[src/rtl/proc_ctrl_pkg.sv]
// Shared types and constants for the multi-cycle execution sequencer.
// State encodings are fixed because they appear on the debug state port.
package proc_ctrl_pkg;

  typedef enum logic [2:0] {
    ST_IDLE      = 3'd0,
    ST_FETCH     = 3'd1,
    ST_DECODE    = 3'd2,
    ST_EXECUTE   = 3'd3,
    ST_WRITEBACK = 3'd4,
    ST_FAULT     = 3'd5
  } state_t;

  localparam logic [6:0] OPC_RTYPE = 7'b0110011;
  localparam logic [6:0] OPC_ITYPE = 7'b0010011;

  localparam logic [1:0] FLT_NONE    = 2'b00;
  localparam logic [1:0] FLT_ILLEGAL = 2'b01;
  localparam logic [1:0] FLT_TIMEOUT = 2'b10;

  function automatic logic is_alu_opcode(input logic [6:0] opc);
    return (opc == OPC_RTYPE) || (opc == OPC_ITYPE);
  endfunction

endpackage

[src/rtl/imem_wait_timer.sv]
// Counts FETCH cycles spent waiting for imem_ack. expired flags the
// increment that brings the count up to LIMIT.
module imem_wait_timer #(
  parameter int LIMIT = 15
) (
  input  logic clk,
  input  logic reset,
  input  logic clr,
  input  logic inc,
  output logic expired
);

  localparam int W = $clog2(LIMIT + 1);

  logic [W-1:0] count;

  always_ff @(posedge clk) begin
    if (!reset) begin
      count <= '0;
    end else if (clr) begin
      count <= '0;
    end else if (inc) begin
      count <= count + W'(1);
    end
  end

  assign expired = inc && (count == W'(LIMIT - 1));

endmodule

[src/rtl/exec_sequencer.sv]
// Multi-cycle controller stepping the datapath through fetch, decode,
// execute and writeback, with fetch timeout, opcode trap and single-step.
module exec_sequencer
  import proc_ctrl_pkg::*;
#(
  parameter int IMEM_TIMEOUT = 15,
  parameter int CNT_W        = 32
) (
  input  logic             clk,
  input  logic             reset,
  input  logic             run,
  input  logic             step,
  input  logic             fault_clr,
  output logic             imem_req,
  input  logic             imem_ack,
  input  logic [31:0]      instr,
  output logic [31:0]      ir,
  output logic             ir_load,
  output logic             alu_latch,
  output logic             reg_write,
  output logic             pc_en,
  output logic             busy,
  output logic             fault,
  output logic [1:0]       fault_code,
  output logic [CNT_W-1:0] retired,
  output logic [2:0]       state
);

  state_t             state_q, state_d;
  logic               step_q;
  logic               step_rise;
  logic [31:0]        ir_q;
  logic [1:0]         fault_code_q;
  logic [CNT_W-1:0]   retired_q;
  logic               in_fetch;
  logic               timer_expired;

  assign step_rise = step & ~step_q;
  assign in_fetch  = (state_q == ST_FETCH);

  imem_wait_timer #(
    .LIMIT (IMEM_TIMEOUT)
  ) u_wait_timer (
    .clk     (clk),
    .reset   (reset),
    .clr     (!in_fetch || imem_ack),
    .inc     (in_fetch && !imem_ack),
    .expired (timer_expired)
  );

  always_ff @(posedge clk) begin
    if (!reset) begin
      state_q      <= ST_IDLE;
      step_q       <= 1'b0;
      ir_q         <= '0;
      fault_code_q <= FLT_NONE;
      retired_q    <= '0;
    end else begin
      state_q <= state_d;
      step_q  <= step;
      if (in_fetch && imem_ack) ir_q <= instr;
      if (state_q == ST_WRITEBACK) retired_q <= retired_q + CNT_W'(1);
      // Fault code is latched on entry and held until the fault is cleared.
      if (in_fetch && !imem_ack && timer_expired) begin
        fault_code_q <= FLT_TIMEOUT;
      end else if (state_q == ST_DECODE && !is_alu_opcode(ir_q[6:0])) begin
        fault_code_q <= FLT_ILLEGAL;
      end else if (state_q == ST_FAULT && fault_clr) begin
        fault_code_q <= FLT_NONE;
      end
    end
  end

  always_comb begin
    state_d   = state_q;
    imem_req  = 1'b0;
    ir_load   = 1'b0;
    alu_latch = 1'b0;
    reg_write = 1'b0;
    pc_en     = 1'b0;
    busy      = 1'b1;
    fault     = 1'b0;
    case (state_q)
      ST_IDLE: begin
        busy = 1'b0;
        if (run || step_rise) state_d = ST_FETCH;
      end
      ST_FETCH: begin
        imem_req = 1'b1;
        ir_load  = imem_ack;
        if (imem_ack)           state_d = ST_DECODE;
        else if (timer_expired) state_d = ST_FAULT;
      end
      ST_DECODE: begin
        state_d = is_alu_opcode(ir_q[6:0]) ? ST_EXECUTE : ST_FAULT;
      end
      ST_EXECUTE: begin
        alu_latch = 1'b1;
        state_d   = ST_WRITEBACK;
      end
      ST_WRITEBACK: begin
        reg_write = (ir_q[11:7] != 5'd0);
        pc_en     = 1'b1;
        state_d   = run ? ST_FETCH : ST_IDLE;
      end
      ST_FAULT: begin
        busy  = 1'b0;
        fault = 1'b1;
        if (fault_clr) state_d = ST_IDLE;
      end
      default: begin
        busy    = 1'b0;
        state_d = ST_IDLE;
      end
    endcase
  end

  assign ir         = ir_q;
  assign fault_code = fault_code_q;
  assign retired    = retired_q;
  assign state      = state_q;

endmodule

[config.mk]
export PLATFORM = sky130hd
export DESIGN_NAME = exec_sequencer
export DESIGN_NICKNAME = d
export VERILOG_FILES = /design/src/rtl/proc_ctrl_pkg.sv /design/src/rtl/imem_wait_timer.sv /design/src/rtl/exec_sequencer.sv
export SDC_FILE = /design/constraint.sdc
export NUM_CORES = 1
export LEC_CHECK = 0
export BUFFER_PORTS_ARGS = -buffer_cell sky130_fd_sc_hd__buf_2
export CELL_PAD_IN_SITES_DETAIL_PLACEMENT = 1
export CELL_PAD_IN_SITES_GLOBAL_PLACEMENT = 1
export CORE_ASPECT_RATIO = 1.1
export CORE_UTILIZATION = 35
export DETAILED_ROUTE_END_ITERATION = 12
export PLACE_DENSITY = 0.87
export SYNTH_ARGS = -nofsm -noshare
export SYNTH_HDL_FRONTEND = slang
export SYNTH_SLANG_ARGS = --single-unit
export TNS_END_PERCENT = 20
[constraint.sdc]
create_clock -name clk -period 2.8 [get_ports clk]
set_clock_uncertainty 0.2 [all_clocks]
set_input_delay 0.56 -clock clk [delete_from_list [all_inputs] [get_ports clk]]
set_output_delay 0.56 -clock clk [all_outputs]
set_load 0.05 [all_outputs]
==> summary.txt <==
Outcome
  • Status: finished clean

Timing
  • Crit share post-route: 91.07%
  • Final Hold Fails: 0
  • RSZ-0062 raised after global routing: no
  • Min cycle time layout: 2.550 ns
  • Fmax: 392.2 MHz
  • PnR worst setup slack: 0.2501 ns
  • Final Slew Violations: 0
  • Worst-Margin Slew: 0.6218 ns
  • Post-route setup TNS: 0 ns
  • Worst rel slew slack: between 50 and 60%
  • Setup-failing EPs final: 0
  • Worst hold margin: 0.2466 ns

Critical path
  • Critical Path Start Type: flop
  • Critical path type: flop to primary output
  • WP data arrival: 1.79 ns
  • Required @ worst endpoint: between 2 and 2.5 ns
  • Worst-path maximum fanout: 17
  • Critical-path cell list: nor3b_2 > o21a_1 > buf_2
  • Largest stage delay on the critical path: between 0.5 and 0.6 ns
  • Critical path's slowest cell: nor3b_2
  • CP Capture Type: primary output
  • Worst R2R Setup Slack: 0.39 ns

Cells and area
  • Fin nets: 537
  • Filler cells: 1107
  • Antenna diode count: 0
  • Share of layout cells above drive strength 1: between 20% and 30%
  • Final core utilization: 45.66%
  • Layout Cells excl Fill: 614
  • Synth-to-layout area growth: 26.98%

Synth
  • Leading cell types by total area after synthesis: dfxtp_1 (46%), nand2_1 (9.5%), a21oi_1 (8.5%), or4_1 (2.4%), nand4_1 (2.2%)
  • Post-Synthesis Cells: 389
  • Yosys cell types: 40
  • Yosys top cell by area: dfxtp_1
  • Top-count cell post-synth: nand2_1
  • YS warnings: 0
  • #FFs+latches synth: 74
  • Mapped Area: 0.003191 mm^2
  • Async SR Flop Fraction: 0%
  • Post-synth EDFFs: 0
  • Top-area cell type share of the netlist area: 46.43%
  • Syn_area_per_cell: 8.202 um^2
  • Post-synth top cells: nand2_1 (81), dfxtp_1 (74), a21oi_1 (54), clkbuf_1 (18), nor2_1 (17)
  • Syn Nets: 430
  • Sequential share of the synthesized area: between 40% and 50%
  • Most used DFF post-synth: dfxtp_1

Drt
  • Via count: 3261
  • Routed vias/inst: 5.311
  • Final wirelength: 9469 um
  • ANT nets after route: 0
  • Drt drc: 0
  • 1st-pass router iterations: 4
  • DRT iter0 DRCs: 99
  • WL/cell: 15.42 um

Clocking
  • Num CTS Buffers: 9
  • H-tree depth: 3
  • Post-CTS resize count: 0
  • Bufs on Longest Clock Path: 2
  • CTS tree: done
  • Setup repair bufs after CTS: 0
  • Clock transition at the registers of the reported paths: 0.08 ns
  • TritonCTS Sinks: 74
  • Hold Buf Count CTS: 0
  • Clk_lat worst skew: ~0.35 ns
  • CTS Root Cell: clkbuf_8

Global route
  • Pin count of the biggest net entering global routing: 35
  • Vias in the first global route: 3321
  • GRT Total Usage: 20.46%
  • Initial antenna violation count: 0
  • Gr ovfl total: 0
  • First-pass GRT wire length: 15470 um

Placement
  • # placed instances: 599
  • DP Worst Slack: 0.2574 ns
  • Final HPWL from detailed placement: 6815 um
  • RePlAce Congestion: roughly 0.78
  • I/O Buffers: roughly 110

Floorplan
  • Die area: 0.009502 mm^2
  • CORE AREA: around 0.009 mm^2
  • IO Pins: roughly 110
  • Initial cell density of the core: 35.96%
  • Die H: 102.1 um
  • Die Wd: 93.04 um
  • Row count: 36

Run
  • Max cap viols: 0

Hold path
  • Worst min path class: input pin to flop

Power
  • Lkg Pwr: 1.665 nW
  • Pwr per Cell Area: 552.7 mW/mm^2
  • Peak supply drop: 0.2697 mV
## cells by family after synthesis
family	share of synthesized area (%)
simple gates	27.69
compound gates	16.82
mux	0.9412
fa+ha+maj	1.177
flops	46.43
xor+xnor	2.745
buf+inv	4.196
## where the power goes
group | internal [mW] | switching [mW]
clock | 0.406 | 0.397
combinational | 0.0876 | 0.236
sequential | 1.08 | 0.0290
## sequential cells by signal (all words and copies together), names as in the netlist
name	count
retired	32
u_wait_timer.count	4
state	3
fault_code	2
ir	32
step_q	1
## critical path, delay by kind of cell (launching register included)
| kind | cells | cell delay, ns |
|---|---|---|
| and+or+nand+nor | 1 | 0.53 |
| DFF | 1 | 0.48 |
| buffers and inverters | 1 | 0.25 |
| AOI/OAI and AO/OA | 1 | 0.19 |
## metrics by stage
step,cell area [um^2],power (mW)
6_report,4051,2.239
3_3_place_gp,3861,1.451
5_1_grt,4051,2.345
4_1_cts,4045,2.268
3_5_place_dp,3861,1.462
2_1_floorplan,3201,1.363
## final cells by class
cell class | count | area [um^2] | share of cell area [%]
clock buffers | 10 | 127.6 | 3.150
clock inverters | 5 | 56.30 | 1.390
inverters | 13 | 48.80 | 1.204
multi-input cells | 280 | 1592 | 39.28
flip-flops and latches | 74 | 1481 | 36.57
well taps | 114 | 142.6 | 3.521
repair buffers | 118 | 603.1 | 14.89
## final timing paths
check | from | end | cells after the start
max | state[0]$_SDFFE_PN0P_ | reg_write | 3
min | step | step_q$_SDFF_PN0_ | 3
max reg2reg | state[0]$_SDFFE_PN0P_ | retired[24]$_SDFFE_PN0N_ | 4
min reg2reg | ir[18]$_SDFFE_PN0N_ | ir[18]$_SDFFE_PN0N_ | 2
## layout by cell type, fill, tap and decap left out, drive strengths merged, types with 2 or more instances in the layout
master,Yosys,final
a21oi,54,54
and3,2,2
and4,4,4
buf,4,118
clkbuf,18,10
clkinv,0,3
dfxtp,74,74
ha,3,3
inv,13,13
mux2i,3,3
nand2,81,81
nand2b,8,8
nand3,12,12
nand4,11,11
nor2,17,17
nor3,4,4
nor3b,2,2
nor4,3,3
o21ai,12,12
o311ai,6,6
o31ai,8,8
o41ai,6,6
or3,10,10
or4,12,12
xnor2,6,6
xor2,4,4
## layer usage
metal  vias up  share of wire [%]  track usage (%)
met4         0                1.3            7.692
met3        11                4.6            4.911
li1       1588                  -                -
met5         -                  0                0
met1      1577                 42            22.57
met2        85                 52            38.01
(Power assumes the default switching activity.)
